`src/rtl/pipe_stage_reg.sv`:
```
// Inter-stage pipeline register: payload + valid + sticky side-field, steered by the
// ctrl stall vector and flush, with saturating bubble/hold/flush profiling counters.
module pipe_stage_reg #(
    parameter int                DATA_W   = 128,
    parameter int                STICKY_W = 1,
    parameter int                STALL_W  = 6,
    parameter int                STAGE    = 2,
    parameter logic [DATA_W-1:0] NOP_VAL  = '0,
    parameter int                CNT_W    = 16
) (
    input  logic                clk,
    input  logic                rst,
    input  logic [STALL_W-1:0]  stall,
    input  logic                flush,
    input  logic                in_valid_i,
    input  logic [DATA_W-1:0]   in_data_i,
    input  logic [STICKY_W-1:0] in_sticky_i,
    input  logic                cnt_clr_i,
    output logic                out_valid_o,
    output logic [DATA_W-1:0]   out_data_o,
    output logic [STICKY_W-1:0] out_sticky_o,
    output logic [CNT_W-1:0]    bubble_cnt_o,
    output logic [CNT_W-1:0]    hold_cnt_o,
    output logic [CNT_W-1:0]    flush_cnt_o
);

    generate
        if (STAGE < 0 || STAGE > STALL_W - 2) begin : g_bad_stage
            $error("pipe_stage_reg: STAGE must satisfy 0 <= STAGE <= STALL_W-2");
        end
    endgenerate

    function automatic logic [CNT_W-1:0] sat_inc(input logic [CNT_W-1:0] v);
        return (&v) ? v : v + {{(CNT_W-1){1'b0}}, 1'b1};
    endfunction

    logic w_up;
    logic w_dn;
    logic w_bubble;
    logic w_hold;

    assign w_up     = stall[STAGE];
    assign w_dn     = stall[STAGE+1];
    assign w_bubble = !flush && w_up && !w_dn;
    assign w_hold   = !flush && w_up && w_dn;

    logic                r_valid_p1;
    logic [DATA_W-1:0]   r_data_p1;
    logic [STICKY_W-1:0] r_sticky_p1;
    logic [CNT_W-1:0]    r_bubble_cnt;
    logic [CNT_W-1:0]    r_hold_cnt;
    logic [CNT_W-1:0]    r_flush_cnt;

    // stage boundary: upstream slot -> registered slot (one action per cycle)
    always_ff @(posedge clk) begin
        if (rst || flush) begin
            r_valid_p1  <= 1'b0;
            r_data_p1   <= NOP_VAL;
            r_sticky_p1 <= '0;
        end else if (w_bubble) begin
            // sticky survives bubbles so a delay-slot flag is not lost during stalls
            r_valid_p1 <= 1'b0;
            r_data_p1  <= NOP_VAL;
        end else if (!w_up) begin
            r_valid_p1  <= in_valid_i;
            r_data_p1   <= in_data_i;
            r_sticky_p1 <= in_sticky_i;
        end
    end

    always_ff @(posedge clk) begin
        if (rst || cnt_clr_i) begin
            r_bubble_cnt <= '0;
            r_hold_cnt   <= '0;
            r_flush_cnt  <= '0;
        end else begin
            if (flush)    r_flush_cnt  <= sat_inc(r_flush_cnt);
            if (w_bubble) r_bubble_cnt <= sat_inc(r_bubble_cnt);
            if (w_hold)   r_hold_cnt   <= sat_inc(r_hold_cnt);
        end
    end

    assign out_valid_o  = r_valid_p1;
    assign out_data_o   = r_data_p1;
    assign out_sticky_o = r_sticky_p1;
    assign bubble_cnt_o = r_bubble_cnt;
    assign hold_cnt_o   = r_hold_cnt;
    assign flush_cnt_o  = r_flush_cnt;

endmodule

```
`config.mk`:
```
export PLATFORM = sky130hd
export DESIGN_NAME = pipe_stage_reg
export DESIGN_NICKNAME = d
export VERILOG_FILES = /design/src/rtl/pipe_stage_reg.sv
export SDC_FILE = /design/constraint.sdc
export NUM_CORES = 1
export LEC_CHECK = 0
export BUFFER_PORTS_ARGS = -buffer_cell sky130_fd_sc_hd__buf_4
export CAP_MARGIN = 20
export CORE_AREA = 4 4 111 155
export CTS_CLUSTER_SIZE = 10
export DETAILED_ROUTE_END_ITERATION = 6
export DIE_AREA = 0 0 115 159
export GPL_TIMING_DRIVEN = 0
export PLACE_DENSITY_LB_ADDON = 0.3
export SETUP_SLACK_MARGIN = 0.05
export SLEW_MARGIN = 20
export SYNTH_ARGS = -nofsm -noshare
export SYNTH_HDL_FRONTEND = slang
export SYNTH_SLANG_ARGS = --single-unit
```
`constraint.sdc`:
```
create_clock -name clk -period 3.2 [get_ports clk]
set_clock_uncertainty 0.1 [all_clocks]
set_input_delay 0.16 -clock clk [delete_from_list [all_inputs] [get_ports clk]]
set_output_delay 0.16 -clock clk [all_outputs]
set_load 0.05 [all_outputs]
```
==> results of run 1 <==
==> power breakdown <==
part	internal, µW	switching [µW]
Clock	1330	908
Combinational	368	426
Sequential	2270	33.5
==> per-stage QoR <==
stage | area, µm² | setup WS [ns] | instances
final | 11360 | 0.7380 | 1361
after global routing | 11360 | 0.5982 | 1361
after CTS | 11360 | 0.7358 | 1361
after detailed placement | 9418 | 0.8118 | 1198
after global placement | 9418 | 0.7915 | 1198
after floorplan | 6838 | 0.8802 | 691
==> repair_timing <==
item	CTS	global route
hold endpoints to repair	131	0
hold buffers	132	0
endpoints found under the setup margin	0	0
==> worst paths after layout <==
kind	start	end	slack, ns	depth (start not counted)
hold reg to reg	out_data_o[83]$_SDFFE_PP0N_	out_data_o[83]$_SDFFE_PP0N_	0.40	2
setup reg to reg	flush_cnt_o[0]$_SDFFE_PP0P_	flush_cnt_o[2]$_SDFFE_PP0P_	1.00	6
setup / recovery	flush	out_data_o[105]$_SDFFE_PP0N_	0.74	7
hold / removal	cnt_clr_i	flush_cnt_o[12]$_SDFFE_PP0P_	0.06	3
==> kinds of logic (layout without fill, tap and decap cells) <==
group / count (synthesis) / in the layout / synth area share
flip-flops: 178 / 178 / 0.5211
AND/OR/NAND/NOR: 278 / 278 / 0.1901
AO/OA/AOI/OAI: 31 / 31 / 0.03111
multiplexers: 131 / 131 / 0.1918
XOR/XNOR: 29 / 29 / 0.03714
adder cells (fa/ha/maj): 3 / 3 / 0.005490
buffers and inverters: 41 / 515 / 0.02324
==> metal layers <==
metal  share of wire  track usage  vias to the layer above
met5               0            0                        -
met4           0.051       0.1511                        0
met3           0.069      0.06768                       78
met2            0.52       0.4787                      290
met1            0.36       0.2778                     3264
li1                -            -                     3297
==> critical path: stages <==
cell and delay [ns]:
sky130_fd_sc_hd__dlygate4sd3_1 0.53, sky130_fd_sc_hd__buf_4 0.18, sky130_fd_sc_hd__or3b_1 0.45, sky130_fd_sc_hd__nand2_1 0.19
sky130_fd_sc_hd__clkbuf_1 0.45, sky130_fd_sc_hd__clkbuf_1 0.54, sky130_fd_sc_hd__nor2_1 0.14
==> layout make-up <==
class	count	area share
buffer	37	0.01266
tap	196	0.02158
clock inverter	11	0.01553
sequential	178	0.3136
clock buffer	20	0.03931
multi-input combinational	472	0.2742
timing repair buffer	443	0.3218
inverter	4	0.001321
==> flip-flops by register name, indices dropped and copies added, names as in the netlist <==
signal        cells
flush_cnt_o      16
out_data_o      128
hold_cnt_o       16
bubble_cnt_o     16
out_valid_o       1
out_sticky_o      1
==> synthesized netlist by cell type, types with 3 or more instances <==
cell,instances
sky130_fd_sc_hd__xnor2_1,25
sky130_fd_sc_hd__a31oi_1,3
sky130_fd_sc_hd__nand4_1,12
sky130_fd_sc_hd__clkbuf_1,33
sky130_fd_sc_hd__and4_1,3
sky130_fd_sc_hd__xor2_1,4
sky130_fd_sc_hd__mux2i_1,131
sky130_fd_sc_hd__o21ai_0,11
sky130_fd_sc_hd__nand3_1,18
sky130_fd_sc_hd__inv_1,4
sky130_fd_sc_hd__and3_1,5
sky130_fd_sc_hd__or3_1,5
sky130_fd_sc_hd__dfxtp_1,178
sky130_fd_sc_hd__nor4_1,7
sky130_fd_sc_hd__nand2_1,14
sky130_fd_sc_hd__nor2_1,174
sky130_fd_sc_hd__a21oi_1,8
sky130_fd_sc_hd__nor3_1,21
sky130_fd_sc_hd__ha_1,3
sky130_fd_sc_hd__nor4b_1,3
==> results, run 1 <==
- The flow ran to the end, and the final reports show no timing, DRC or antenna violations.
- The max-slew headroom at the worst pin is 0.4309.
- Setup repair after global routing left no endpoint under its margin.
- For this run, the total global-route usage over all layers was measured as 0.2679.
- The min-delay analysis places its worst path in the category input port to register.
- For this run, the register share of the synthesized area comes to 0.5211.
- Setup violations remaining at the end of the flow were counted as 0.
- The final critical-path required period is 2.462 ns.
- The number of H-tree branching levels is 4.
- The largest buffer count on any clock path is 2.
- The total of max-cap violations is 0.
- The residual antenna-violating net count after detailed routing is 0.
- After filler insertion, the fill cell instance count of the layout stands at 1076.
- For this run, design rule violations remaining after detail routing come to 0.
- The data required time at the worst endpoint is 3.39 ns.
- Before antenna repair, the detailed router went through 4 iterations.
- The minimum hold slack is 0.06144 ns.
- Routability-driven placement finished with a final weighted congestion of 0.8276.
- The sum of negative setup slack is 0 ns.
- The sequential cell area is 3563 µm².
- After legalization and detailed placement, the total HPWL measured 16.17 mm.
- The post-synthesis async set-or-reset flop share is 0.
- After detailed routing, the average wire length per cell comes to 18.22 µm.
- The number of pins with negative max-slew slack in the final report is 0.
- The ratio of final minimum period to clock period is 0.7694.
- Of the post-synthesis cell area, the dominant cell type holds 0.5211.
- The first global-routing pass estimated 38.67 mm of wire.
- The detailed router finished its first iteration with 375 violations.
- In this run the clock root is driven by a sky130_fd_sc_hd__clkbuf_16.
- The utilization of the core after routing is 0.7249.
- The mapped netlist covers 6838 µm².
- The area growth from synthesis to final layout is 66.17%.
- The net count after synthesis is 834.
- The total power consumption of the routed design is 5337 µW.
- At the later pin of the worst-skew pair, clock insertion delay measures 0.43 ns.
- The count of buffers added by post-CTS timing repair for setup is 0.
- The number of warning messages in the yosys log is 0.
- The synthesized design contains 0 enable-type register cells.
- The sum of routed wire length over all layers is 24.80 mm.
- The type of destination of the critical path is a register.
- The floorplan step set the die height to 159 µm.
- Synthesis inferred 178 register bits.
- The number of antenna violations at the first check in global routing is 0.
- Port buffering added 311 buffers.
- The worst-path maximum fanout is 10.
- During I/O placement, the number of pins put on the boundary was 318.
- The total number of placement rows is 54.
- The leakage dissipation is 0.005200 µW.
- Summed over all instances, the cell type with the most area after synthesis is sky130_fd_sc_hd__dfxtp_1.
- The TritonCTS buffer count is 17.
- The commonest register cell after synthesis is sky130_fd_sc_hd__dfxtp_1.
- The standard cell core area is 15680 µm².
- The pin count of the biggest net entering global routing is 17.
- The slew of the pin with the lowest slew margin is 0.8536 ns.
- The number of gates given a new drive strength after cts is 0.
- The die is 115 µm wide.
- The effective utilization at floorplan is 0.4362.
- Yosys mapped the design onto 41 distinct sky130hd cell types.
- TritonCTS built the clock tree.
- At the worst endpoint, the arrival time is 2.65 ns.
- The library cell used most frequently in the layout, excluding fill and tap cells, is sky130_fd_sc_hd__buf_4.
- 0 antenna diodes ended up in the layout.
- The footprint of the multi-input gates is 3115 µm².
- The total congestion overflow after global routing is 0.
- The net count of the finished layout is 1296.
- The via count is 6929.
- The final-report hold violation count is 0.
- The clock-pin slew on the worst setup and hold paths is 0.07 ns.
- The ratio of cells with drive above 1 in the final layout is 0.3013.
- The cell count after synthesis is 691.
- VDD sags by at most 0.0003575 V.
- The die covers 18290 µm².
- STA classifies the critical path startpoint as an input port.
- The path type of the worst setup path is input port to register.
- The via count of the first global-routing pass came to 7390.
- Each instance of the synthesized netlist takes up on average 9.896 µm².
- The highest clock frequency the design can meet is 0.4062 GHz.
- Ranked by total cell area, the synthesized netlist is headed by sky130_fd_sc_hd__dfxtp_1, sky130_fd_sc_hd__mux2i_1, sky130_fd_sc_hd__nor2_1.
- The power density of the placed cells is 469.7 nW/µm².
- After detailed routing, the number of vias per cell comes to 5.091.
- The top cell types in the final layout, fill and taps aside, are sky130_fd_sc_hd__buf_4, sky130_fd_sc_hd__dfxtp_1, sky130_fd_sc_hd__nor2_1.
- The clock net sink count is 178.
No activity file was read; power rests on OpenSTA's default activity.
==> inputs of run 2 (changes only) <==
CORE_AREA = 4 4 113 158   (was 4 4 111 155)
DIE_AREA = 0 0 117 162   (was 0 0 115 159)
clock period = 2.1 ns   (was 3.2 ns; I/O delays follow)
==> run 2 against run 1 <==
- power grew 48%
- clock power grew 42%
- routed wire length shrank 3.2%
- setup slack lost 0.60 ns
- sequential share of layout area is essentially flat
- non-clock buffer count grew 9
- critical path type is now register to register
- final area grew 0.94%
- core utilization shrank 3.1 points
- via count grew 0.29%
==> results, run 2 (same netlist as run 1, synthesis figures left out) <==
- The flow ran to the end, and the final reports show no timing, DRC or antenna violations.
- The number of H-tree branching levels is 4 (unchanged).
- The type of destination of the critical path is a register.
- The total congestion overflow after global routing was 0 (unchanged).
- The number of violations reported at the end of detailed-routing iteration 0 is 356 (-5.1%).
- The first-pass GRT wire length is 36.92 mm (-4.5%).
- The clock period could shrink to 1.958 ns.
- The sum of routed wire length over all layers came to 24.00 mm (-3.2%).
- The path type of the worst setup path is register to register.
- The sequential cell area came to 3593 µm² (+0.84%).
- Relative to the synthesized area, the layout overhead comes to 67.72%.
- The capture point of the worst reg-to-reg path is bubble_cnt_o[6]$_SDFFE_PP0P_.
- The DRC violation count after routing is 0 (unchanged).
- The fraction of power consumed by the clock network came to 0.403 (-0.017).
- The combinational share of power is 0.153 (+0.004).
- The total of max-cap violations came to 0 (unchanged).
- The HPWL after detailed placement came to 16.22 mm (+0.26%).
- The cell count after placement is 1205 (+0.58%).
- The residual antenna-violating net count after detailed routing is 0 (unchanged).
- The highest metal layer carrying signal wires in the routed design is met5.
- The startpoint of the worst hold path is stall[3].
- The ratio of cells with drive above 1 in the final layout is 0.3277 (+0.02637).
- The data arrival time of the critical path is 2.22 ns (-0.43 ns).
- The wire length on met1 is 8.740 mm (-1.7%).
- The maximum ir drop on the vdd rail came to 0.0005738 V (+60%).
- The overall fraction of global-route tracks in use is 0.2478 (-0.02009).
- The TritonCTS buffer count is 17 (unchanged).
- The CTS root buffer is sky130_fd_sc_hd__clkbuf_16.
- The routed wire length on met3 is 1.765 mm (+3.3%).
- The mean number of vias per cell is 5.043 (-0.95%).
- The register-to-register setup slack is 0.14 ns (-0.86 ns).
- The count of fill cells added during filler insertion is 1192 (+11%).
- The count of cells along the worst register-to-register path was 7 (+1).
- The final routed wire length divided by cell count is 17.42 µm (-4.4%).
- The power density of the placed cells is 686.9 nW/µm² (+46%).
- The detailed-router iteration count before antenna repair was 4 (unchanged).
- The largest buffer count on any clock path is 2 (unchanged).
- The ratio of final minimum period to clock period is 0.9324.
- The chip width is 117 µm (+1.7%).
- The destination of the worst hold path is hold_cnt_o[1]$_SDFFE_PP0P_.
- The via count came to 6949 (+0.29%).
- The standard cell core area is 16540 µm² (+5.5%).
- The number of buffers inserted by port buffering is 311 (unchanged).
- Leaving out fill and tap cells, the most frequent cells in the layout are sky130_fd_sc_hd__buf_4, sky130_fd_sc_hd__nor2_1, sky130_fd_sc_hd__dfxtp_1.
- The number of antenna repair diodes is 0 (unchanged).
- The switching share of power is 0.2728 (+0.01644).
- The slew of the pin with the lowest slew margin is 0.8223 ns (-0.03131 ns).
- The layout net count was 1305 (+0.69%).
- The pin count of the biggest net entering global routing was 18 (+1).
- The weighted congestion reported at the end of routability-driven placement is 0.8549 (+3.3%).
- The data required time at the worst endpoint came to 2.36 ns (-1.03 ns).
- The worst-path maximum fanout is 10 (unchanged).
- In this run the critical register-to-register path is launched from bubble_cnt_o[0]$_SDFFE_PP0P_.
- The commonest non-fill, non-tap cell in the layout is sky130_fd_sc_hd__buf_4.
- The worst min-delay path class is input port to register.
- Setup repair after global routing left no endpoint under its margin.
- TritonCTS built the clock tree.
- The leakage dissipation came to 0.005260 µW (+1.2%).
- The final-report hold violation count is 0 (unchanged).
- The utilization of the core after routing was 0.6936 (-0.03130).
- The footprint of the multi-input gates is 3146 µm² (+0.96%).
- The total net switching power is 2149 µW (+57%).
- The portion of total power attributed to sequential cells came to 0.444 (+0.013).
- The total I/O pin count is 318 (unchanged).
- The internal power contribution was 5729 µW (+44%).
- The cell count of the worst hold path was 5 (+2).
- The max-slew headroom at the worst pin was 0.4518 (+0.02087).
- The clock net sink count is 178 (unchanged).
- The clock-pin slew on the worst setup and hold paths is 0.07 ns (about the same).
- The vertical extent of the die is 162 µm (+1.9%).
- The area of the die was 18950 µm² (+3.7%).
- Based on the critical path, the design can be clocked at up to 0.5107 GHz.
- The number of antenna violations at the first check in global routing is 1 (+1).
- The number of flip-flops under the largest register name is 128 (unchanged).
- The worst-skew pair later-pin latency came to 0.42 ns (about the same).
- The effective utilization at floorplan is 0.4135 (-0.02271).
- The minimum hold slack is 0.06798 ns (+0.006544 ns).
- The number of pins with negative max-slew slack in the final report came to 0 (unchanged).
- The via count of the first global-routing pass is 7340 (-0.68%).
- The category of the worst setup path launch point is a register.
- The final-report setup violation count is 0 (unchanged).
- The filler-free cell count of the finished design is 1378 (+1.2%).
- The total number of placement rows was 56 (+3.7%).
- The amount of wire on met2 after detailed routing is 12.32 mm (-4.7%).
==> run 2: cell types whose count changed in the layout (fill, tap and decap cells not counted), sizes merged <==
cell / previous run / this run
buf: 315 / 322
bufinv: 4 / 1
clkbuf: 53 / 51
clkinv: 4 / 7
clkinvlp: 1 / 0
dlygate4sd3: 132 / 134
inv: 6 / 10
==> run 2: timing repair <==
item | 4_1_cts | 5_1_grt
hold buffers | 134 | 0
endpoints found under the setup margin | 5 | 17
pin swaps | 1 | 4
resized for setup | 1 | 3
endpoints found under the hold margin | 135 | 0
setup buffers | 0 | 7
==> run 2: power by group through the flow <==
stage	clock network (µW)	logic, µW	registers (µW)
final	3170	1200	3500
after detailed placement	0	971	3570
after global routing	3350	1270	3510
after CTS	3220	1180	3500
after global placement	0	959	3570
after floorplan	0	292	3850
==> run 2: per-stage QoR <==
stage | worst slack [ns] | setup TNS [ns] | cell area [µm²] | total power (µW)
2_1_floorplan | 0.03293 | 0 | 6877 | 4138
3_3_place_gp | -0.1761 | -11.72 | 9465 | 4529
3_5_place_dp | -0.2179 | -16.24 | 9465 | 4544
4_1_cts | 0.08909 | 0 | 11400 | 7895
5_1_grt | 0.02027 | 0 | 11470 | 8129
6_report | 0.1419 | 0 | 11470 | 7878
==> run 2: routing by layer <==
metal  up-vias  track usage
li1       3320            -
met1      3253       0.2590
met2       295       0.4433
met3        79      0.07454
met4         2       0.1179
met5         -            0
==> run 2: critical path: stages, from the launching register on <==
cell and delay (ns):
sky130_fd_sc_hd__dfxtp_2 0.39, sky130_fd_sc_hd__ha_1 0.23, sky130_fd_sc_hd__nand4_1 0.22, sky130_fd_sc_hd__nor4_4 0.32, sky130_fd_sc_hd__buf_4 0.21, sky130_fd_sc_hd__nor2_1 0.10
sky130_fd_sc_hd__a31oi_1 0.21, sky130_fd_sc_hd__a41o_1 0.12
==> run 2: layout make-up <==
class | instances | share of cell area
clock buffer | 18 | 0.03829
clock inverter | 14 | 0.01298
multi-input combinational | 472 | 0.2743
tap | 203 | 0.02215
inverter | 4 | 0.001309
buffer | 37 | 0.01255
sequential | 178 | 0.3133
timing repair buffer | 452 | 0.3251
==> run 2: how the worst max path moves through the flow <==
stage	cells past startpoint	startpoint	endpoint
after global placement	6	stall[2]	out_data_o[109]$_SDFFE_PP0N_
after global routing	6	flush_cnt_o[0]$_SDFFE_PP0P_	flush_cnt_o[0]$_SDFFE_PP0P_
after CTS	6	flush_cnt_o[0]$_SDFFE_PP0P_	flush_cnt_o[2]$_SDFFE_PP0P_
after floorplan	5	flush_cnt_o[12]$_SDFFE_PP0P_	flush_cnt_o[2]$_SDFFE_PP0P_
final	7	bubble_cnt_o[0]$_SDFFE_PP0P_	bubble_cnt_o[6]$_SDFFE_PP0P_
after detailed placement	6	stall[2]	out_data_o[109]$_SDFFE_PP0N_
